--- config.mk ---
export PLATFORM = sky130hd
export DESIGN_NAME = uart_rx
export DESIGN_NICKNAME = d
export VERILOG_FILES = /design/src/rtl/uart_rx.sv
export SDC_FILE = /design/constraint.sdc
export NUM_CORES = 1
export LEC_CHECK = 0
export ABC_AREA = 1
export BUFFER_PORTS_ARGS = -buffer_cell sky130_fd_sc_hd__buf_2
export CAP_MARGIN = 10
export CORE_MARGIN = 3
export CORE_UTILIZATION = 52
export CTS_BUF_LIST = sky130_fd_sc_hd__clkbuf_4 sky130_fd_sc_hd__clkbuf_8 sky130_fd_sc_hd__clkbuf_16
export DETAILED_ROUTE_END_ITERATION = 16
export PLACE_DENSITY = 0.67
export RECOVER_POWER = 25
export SYNTH_ARGS = -nofsm -noshare
export SYNTH_HDL_FRONTEND = slang
export SYNTH_SLANG_ARGS = --single-unit
export TNS_END_PERCENT = 100
--- constraint.sdc ---
create_clock -name clk -period 2.6 [get_ports clk]
set_clock_uncertainty 0.2 [all_clocks]
set_input_delay 0.52 -clock clk [delete_from_list [all_inputs] [get_ports clk]]
set_output_delay 0.52 -clock clk [all_outputs]
set_load 0.05 [all_outputs]
--- src/rtl/uart_rx.sv ---
// 8N1 UART receiver: 2-flop synchronised rx, mid-bit sampling, byte held on data with a valid/ack handshake.
// Flags framing errors as a one-cycle pulse and overruns as a sticky bit that ack clears.
module uart_rx #(
    parameter int CLK_FREQ = 100_000_000,
    parameter int BAUD     = 9600
) (
    input  logic       clk,
    input  logic       rst,
    input  logic       rx,
    output logic [7:0] data,
    output logic       valid,
    input  logic       ack,
    output logic       frame_err,
    output logic       overrun,
    output logic       busy
);

    localparam int          CLKS_PER_BIT = CLK_FREQ / BAUD;
    localparam logic [13:0] BIT_LAST     = 14'(CLKS_PER_BIT - 1);
    localparam logic [13:0] HALF_LAST    = 14'(CLKS_PER_BIT / 2 - 1);

    typedef enum logic [2:0] {
        IDLE,
        START,
        DATA,
        STOP,
        WAIT
    } state_t;

    state_t      state, state_n;
    logic        rx_m, rx_s;
    logic [13:0] timer, timer_n;
    logic [2:0]  idx, idx_n;
    logic [7:0]  shift, shift_n;
    logic [7:0]  data_n;
    logic        valid_n, overrun_n, frame_err_n;

    always_ff @(posedge clk or posedge rst) begin
        if (rst) begin
            rx_m      <= 1'b1;
            rx_s      <= 1'b1;
            state     <= IDLE;
            timer     <= '0;
            idx       <= '0;
            shift     <= '0;
            data      <= '0;
            valid     <= 1'b0;
            overrun   <= 1'b0;
            frame_err <= 1'b0;
        end else begin
            rx_m      <= rx;
            rx_s      <= rx_m;
            state     <= state_n;
            timer     <= timer_n;
            idx       <= idx_n;
            shift     <= shift_n;
            data      <= data_n;
            valid     <= valid_n;
            overrun   <= overrun_n;
            frame_err <= frame_err_n;
        end
    end

    always_comb begin
        state_n     = state;
        timer_n     = timer + 14'd1;
        idx_n       = idx;
        shift_n     = shift;
        data_n      = data;
        valid_n     = valid;
        overrun_n   = overrun;
        frame_err_n = 1'b0;

        if (ack && valid) begin
            valid_n   = 1'b0;
            overrun_n = 1'b0;
        end

        case (state)
            IDLE: begin
                timer_n = '0;
                if (!rx_s) state_n = START;
            end
            START: begin
                if (timer == HALF_LAST) begin
                    timer_n = '0;
                    if (!rx_s) begin
                        state_n = DATA;
                        idx_n   = '0;
                    end else begin
                        state_n = IDLE;
                    end
                end
            end
            DATA: begin
                if (timer == BIT_LAST) begin
                    timer_n      = '0;
                    shift_n[idx] = rx_s;
                    if (idx == 3'd7) state_n = STOP;
                    else             idx_n   = idx + 3'd1;
                end
            end
            STOP: begin
                // Leaving at mid stop bit lets a back-to-back start edge be caught.
                if (timer == BIT_LAST) begin
                    timer_n = '0;
                    if (rx_s) begin
                        data_n  = shift;
                        valid_n = 1'b1;
                        if (valid && !ack) overrun_n = 1'b1;
                        state_n = IDLE;
                    end else begin
                        frame_err_n = 1'b1;
                        state_n     = WAIT;
                    end
                end
            end
            WAIT: begin
                timer_n = '0;
                if (rx_s) state_n = IDLE;
            end
            default: begin
                state_n = IDLE;
                timer_n = '0;
            end
        endcase
    end

    assign busy = (state == START) || (state == DATA) || (state == STOP);

endmodule
==> results of run 1 <==
## area by class of cell
class / count / area, sq um / area share [%]
Timing Repair Buffer: 16 / 80.08 / 3.323
Sequential cell: 41 / 1028 / 42.68
Clock buffer: 6 / 76.32 / 3.167
Inverter: 37 / 138.9 / 5.763
Tap cell: 50 / 62.56 / 2.596
Clock inverter: 2 / 10.01 / 0.4154
Multi-Input combinational cell: 190 / 1013 / 42.06
## power groups by stage
stage                     clock [mW]  combinational, mW  sequential [mW]
after floorplan                    0             0.0165            0.659
after global placement             0             0.0284            0.657
after detailed placement           0             0.0285            0.657
after CTS                      0.426             0.0287            0.644
after global routing           0.448             0.0306            0.645
final                          0.410             0.0270            0.645
## synth_stat cells
cell type,number,area (sq um)
clkbuf_1,1,3.750
o21ai_2,6,52.55
nor2_8,1,20.02
nand2_4,1,11.26
nor3_2,1,10.01
dfrtp_1,39,975.9
or2_1,1,6.260
nand2_2,5,31.28
nor4_1,1,6.260
dfstp_2,2,52.55
nor2_1,37,138.9
o21ai_0,5,25.02
nand4_1,16,100.1
buf_6,3,33.78
nor2_2,1,6.260
inv_2,3,11.26
nand3_1,26,130.1
nand3_2,1,10.01
xnor2_1,1,8.760
a21oi_1,1,5.000
nand2_1,65,244.0
ha_1,3,37.54
inv_1,34,127.6
nor2_4,4,45.04
nand3_4,2,35.03
a22oi_2,1,12.51
xor2_1,6,52.55
buf_2,1,5.000
nor3_1,5,25.02
## layout by cell type (no fill, tap or decap), drive strengths merged, types with 6 or more instances in the layout
cell	count
nand2	71
o21ai	11
inv	37
xor2	6
buf	15
dfrtp	39
nand4	16
nor2	43
clkbuf	7
nand3	29
nor3	6
## per-layer routing
layer	GRT usage, %	routed length (um)	vias to the layer above
li1	-	-	912
met1	25.79	2158	772
met2	26.22	1609	28
met3	3.086	152	7
met4	8.142	86	0
met5	0	0	-
## path summary, 6_finish.rpt
| check | to | cells after the start | slack (ns) |
|---|---|---|---|
| max | data[4]$_DFFE_PP0P_ | 8 | 0.54 |
| min | rx_m$_DFF_PP1_ | 1 | 0.12 |
| max reg2reg | data[4]$_DFFE_PP0P_ | 8 | 0.54 |
| min reg2reg | rx_s$_DFF_PP1_ | 0 | 0.16 |
| max in group asynchronous | frame_err$_DFF_PP0_ | 3 | 1.26 |
| min in group asynchronous | timer[9]$_DFF_PP0_ | 3 | 0.32 |
## worst max-delay path, cell delays in order, from the launching register on
cell,delay (ns)
dfrtp_1,0.39
ha_1,0.28
nand2_4,0.10
nor2_8,0.14
nand3_4,0.09
nor2_4,0.31
nand2_2,0.25
nand2_1,0.13
o21ai_2,0.05
## logic make-up after synthesis
logic type,after synthesis
adders and majority gates,3
buffers and inverters,42
xor gates and xnor gates,7
AOI/OAI and AO/OA,13
DFF,41
and+or+nand+nor,167
## sequential cells by signal, indices dropped and copies added, names as in the netlist, named ones only
signal,cells
timer,14
data,8
shift,8
idx,3
state,3
frame_err,1
rx_m,1
rx_s,1
valid,1
## metrics by stage
| step | util [%] | setup WS (ns) | cells | hold slack [ns] |
|---|---|---|---|---|
| 3_5_place_dp | 57.32 | 0.5214 | 334 | 0.1488 |
| 6_report | 59.39 | 0.5372 | 342 | 0.1183 |
| 4_1_cts | 59.45 | 0.5049 | 342 | 0.1069 |
| 3_3_place_gp | 57.32 | 0.5867 | 334 | 0.1471 |
| 5_1_grt | 59.39 | 0.3206 | 342 | 0.1045 |
| 2_1_floorplan | - | 0.7592 | 273 | 0.1452 |
==> summary.md, run 1 <==
| Metric | Value |
|---|---|
| Post-Place Cell Area | 0.002326 sq mm |
| Syn avg cell area | 8.144 sq um |
| Ratio of cells with drive above 1 in the final layout | 17.81% |
| Crit. Startpoint | timer[0]$_DFF_PP0_ |
| Slew @ Worst Pin | 0.9987 ns |
| Layout Cell Area excl Fill | 0.002410 sq mm |
| Die width | 71.39 um |
| Synthesized flop and latch total | 41 |
| First-pass GRT wire length | 7300 um |
| Layout Area Growth over Synthesis | 8.385% |
| Post-route ant nets | 0 |
| Peak fanout along the critical path | 14 |
| Post-synthesis sequential area ratio | 46.26% |
| Fmax | 0.4848 GHz |
| Crit path time final | 2.063 ns |
| Num CTS Buffers | 5 |
| Xor/xnor share of the synthesized area | 2.757% |
| Internal | 0.8429 mW |
| Clk slew on worst S/H paths | 0.08 ns |
| Largest family of logic cells by synthesized area | simple AND/OR/NAND/NOR gates |
| H-tree depth | 2 |
| Crit end category | flip-flop |
| Arrival time worst endpoint | 2.05 ns |
| Synth Area in Compound Gates | 4.277% |
| Hold Buf Count CTS | 0 |
| Fillers | 385 |
| Pin count of the biggest net entering global routing | 42 |
| Final Slew Violations | 0 |
| DIE HEIGHT | 71.39 um |
| Gpl congestion | 0.8794 |
| Starting Density | 54.79% |
| Post-synthesis mux area share | 0% |
| Simple-gate share of the synthesized area | 36.86% |
| Global-route congestion overflow total | 0 |
| Seq pwr share | 59.6% |
| Critical Path RT | 2.58 ns |
| GRT Total Usage | 17.86% |
| Setup CP Type | flip-flop to flip-flop |
| Sw Pwr | 0.2388 mW |
| Clock buffer depth | 2 |
| Vias in the first global route | 1626 |
| Vias/cell | 5.026 |
| Core area | 0.004058 sq mm |
| Std-Cell Rows | 23 |
| First-pass DRT Iterations | 4 |
| Drt wl/cell | 11.71 um |
| Final HPWL DP | 2849 um |
| CP startpoint kind | flip-flop |
| Initial antenna violation count | 0 |
| Clk root buf | clkbuf_8 |
| Pwr/cell area | 448.9 mW/mm^2 |
| Count of final setup violators | 0 |
| Max_slew headroom | 33.42% |
| Status | completed |
| Ports | 16 |
| Buffers on Ports | 15 |
| Total vias in the final route | 1719 |
| Sw frac | 22.08% |
| Min-Delay Path Class | primary input to flip-flop |
| Post-Syn Nets | 280 |
| Residual DRC | 0 |
| Combinational share of power | 2.5% |
| Adder-Cell Fraction of Synth Area | 1.688% |
| Ys Warns | 0 |
| 1st-iter DRT viols | 129 |
| Clk pwr share | 37.9% |
| Post-CTS Setup Inserts | 0 |
| Diode count | 0 |
| Cells after synthesis | 273 |
| Hold path start | rx |
| Maxcap violations | 0 |
| Full die area | 0.005097 sq mm |
| Setup TNS | 0 ns |
| Final wirelength | 4006 um |
| RSZ-0062 raised after global routing | false |
| Pleak | 1.271 nW |
| Period utilization | 79.34% |
| Pwr Total | 1.082 mW |
| Nets@finish | 298 |
| Hold Fails Final Rpt | 0 |
| CTS tree | built |
| Post_cts resized | 0 |
| Peak supply drop | 0.0002064 V |
| Mapped cell area | 0.002223 sq mm |
| Critical R2R Launch | timer[0]$_DFF_PP0_ |
| Distinct cell type count after synthesis | 29 |
| Worst-skew pair later-pin latency | 0.29 ns |
| CTS sink count | 41 |
No activity file was read; power rests on OpenSTA's default activity.
==> run 2, diff against run 1 <==
clock period = 2.2 ns   (was 2.6 ns; I/O delays follow)
==> summary.md, run 2 (same netlist as run 1, synthesis figures left out) <==
| Metric | Value |
|---|---|
| Gpl congestion | 0.8508 (-3.3%) |
| Setup CP Type | flip-flop to flip-flop |
| Peak supply drop | 0.0002919 V (+41%) |
| Fillers | 359 (-6.8%) |
| Vias in the first global route | 1707 (+5.0%) |
| Post_cts resized | 0 (unchanged) |
| CP startpoint kind | flip-flop |
| Num CTS Buffers | 5 (unchanged) |
| Pwr/cell area | 543.1 mW/mm^2 (+21%) |
| Full die area | 0.005097 sq mm (unchanged) |
| Hold Fails Final Rpt | 0 (unchanged) |
| Global-route congestion overflow total | 0 (unchanged) |
| Critical Path RT | 2.17 ns (-0.41 ns) |
| Post-CTS Setup Inserts | 0 (unchanged) |
| Post-route ant nets | 0 (unchanged) |
| Slowest cell delay on critical path | 0.41 ns (+0.02 ns) |
| Clock buffer depth | 2 (unchanged) |
| Arrival time worst endpoint | 1.96 ns (-0.09 ns) |
| RSZ-0062 raised after global routing | false |
| Placed Cells incl. Taps | 337 (+0.90%) |
| Family with the most delay on the worst path | simple AND/OR/NAND/NOR gates |
| Crit path time final | 1.986 ns (-0.07716 ns) |
| GRT Total Usage | 18.76% (+0.90 points) |
| CTS sink count | 41 (unchanged) |
| First-pass GRT wire length | 7645 um (+4.7%) |
| Status | completed |
| Stages on the worst setup path | 8 (unchanged) |
| Slew @ Worst Pin | 0.9954 ns (-0.003317 ns) |
| Vias/cell | 5.006 (-0.41%) |
| WP buf/inv | 1 (+1) |
| Maxcap violations | 0 (unchanged) |
| Count of final setup violators | 0 (unchanged) |
| PnR worst setup slack | 0.2144 ns (-0.3228 ns) |
| Pleak | 1.293 nW (+1.8%) |
| Crit end category | flip-flop |
| Total vias in the final route | 1727 (+0.47%) |
| Ports | 16 (unchanged) |
| Peak fanout along the critical path | 13 (-1) |
| Diode count | 0 (unchanged) |
| Min-Delay Path Class | primary input to flip-flop |
| Period utilization | 90.26% (+11 points) |
| Die width | 71.39 um (unchanged) |
| Worst-skew pair later-pin latency | 0.29 ns (about the same) |
| DIE HEIGHT | 71.39 um (unchanged) |
| Worst hold path depth | 1 (unchanged) |
| Clk root buf | clkbuf_8 |
| Final wirelength | 4080 um (+1.8%) |
| CTS tree | built |
| Starting Density | 54.79% (unchanged) |
| Max reg flops | 14 (unchanged) |
| Max stage delay cell, worst path | dfrtp_1 |
| Ratio of cells with drive above 1 in the final layout | 18.64% (+0.84 points) |
| Fmax | 0.5036 GHz (+3.9%) |
| Clk slew on worst S/H paths | 0.08 ns (about the same) |
| Final core occ | 60.31% (+0.93 points) |
| FF-to-FF path depth | 8 (unchanged) |
| 1st-iter DRT viols | 121 (-6.2%) |
| Layout Area Growth over Synthesis | 10.07% |
| Crit-path cells | ha_1 > nand3_1 > nor2_1 > nand2_1 > nand2_1 > nand2_2 > inv_2 > nor2_1 |
| Setup TNS | 0 ns (unchanged) |
| Hold Buf Count CTS | 0 (unchanged) |
| Pin count of the biggest net entering global routing | 42 (unchanged) |
| Most common cell after layout, fill and taps aside | nand2_1 |
| Core area | 0.004058 sq mm (unchanged) |
| Residual DRC | 0 (unchanged) |
| Drt wl/cell | 11.83 um (+0.96%) |
| First-pass DRT Iterations | 4 (unchanged) |
| Initial antenna violation count | 0 (unchanged) |
| Std-Cell Rows | 23 (unchanged) |
| Largest registers | timer: 14 flops, data: 8 flops, shift: 8 flops |
| Nets@finish | 301 (+1.0%) |
| Buffers on Ports | 15 (unchanged) |
| Most frequent cells in the layout | nand2_1, dfrtp_1, nor2_1 |
| Pre-CTS setup slack | 0.2785 ns (-0.2430 ns) |
| Biggest register | timer |
| Post-route insts no fill | 345 (+0.88%) |
| Final HPWL DP | 2853 um (+0.15%) |
| H-tree depth | 2 (unchanged) |
| Max_slew headroom | 33.64% (+0.22 points) |
| Final Slew Violations | 0 (unchanged) |
-- run 2: cell types whose count changed in the layout (fill, tap and decap cells not counted), sizes merged --
cell	delta
clkbuf	+1
buf	+3
clkinv	-1
-- run 2: final timing paths --
path | start | end | slack, ns
worst min register to register | rx_m$_DFF_PP1_ | rx_s$_DFF_PP1_ | 0.16
worst min-delay path | rx | rx_m$_DFF_PP1_ | 0.04
worst max register to register | timer[0]$_DFF_PP0_ | timer[10]$_DFF_PP0_ | 0.21
max in group asynchronous | rst | idx[2]$_DFFE_PP0P_ | 0.94
worst max-delay path | timer[0]$_DFF_PP0_ | timer[10]$_DFF_PP0_ | 0.21
min in group asynchronous | rst | timer[4]$_DFF_PP0_ | 0.25
-- run 2: cell type report --
cell class,instances,area (sq um),area share (%)
flip-flops and latches,41,1028,42.02
inverters,37,138.9,5.675
well taps,50,62.56,2.556
clock inverters,1,5.005,0.2045
clock buffers,7,96.34,3.937
repair buffers,19,102.6,4.192
multi-input cells,190,1013,41.41
-- run 2: metrics by stage --
stage	area (sq um)	power, mW	hold slack, ns
3_5_place_dp	2349	0.8101	0.1485
4_1_cts	2450	1.344	0.03405
3_3_place_gp	2349	0.8101	0.1474
2_1_floorplan	2223	0.7983	0.1452
6_report	2447	1.329	0.04456
5_1_grt	2447	1.370	0.03124
-- run 2: where the power goes --
part / internal (mW) / switching (mW)
Sequential: 0.758 / 0.00378
Clock: 0.284 / 0.252
Combinational: 0.00600 / 0.0257
-- run 2: worst register-to-register path, stage by stage (launching register included) --
cell,delay [ns]
dfrtp_1,0.41
ha_1,0.31
nand3_1,0.12
nor2_1,0.16
nand2_1,0.08
nand2_1,0.22
nand2_2,0.10
inv_2,0.21
nor2_1,0.08
-- run 2: per-layer routing --
layer	GRT usage (%)	share of wire, %
met5	0	0
met4	7.307	1.5
met3	3.647	3.6
met2	27.55	41
met1	27.38	54
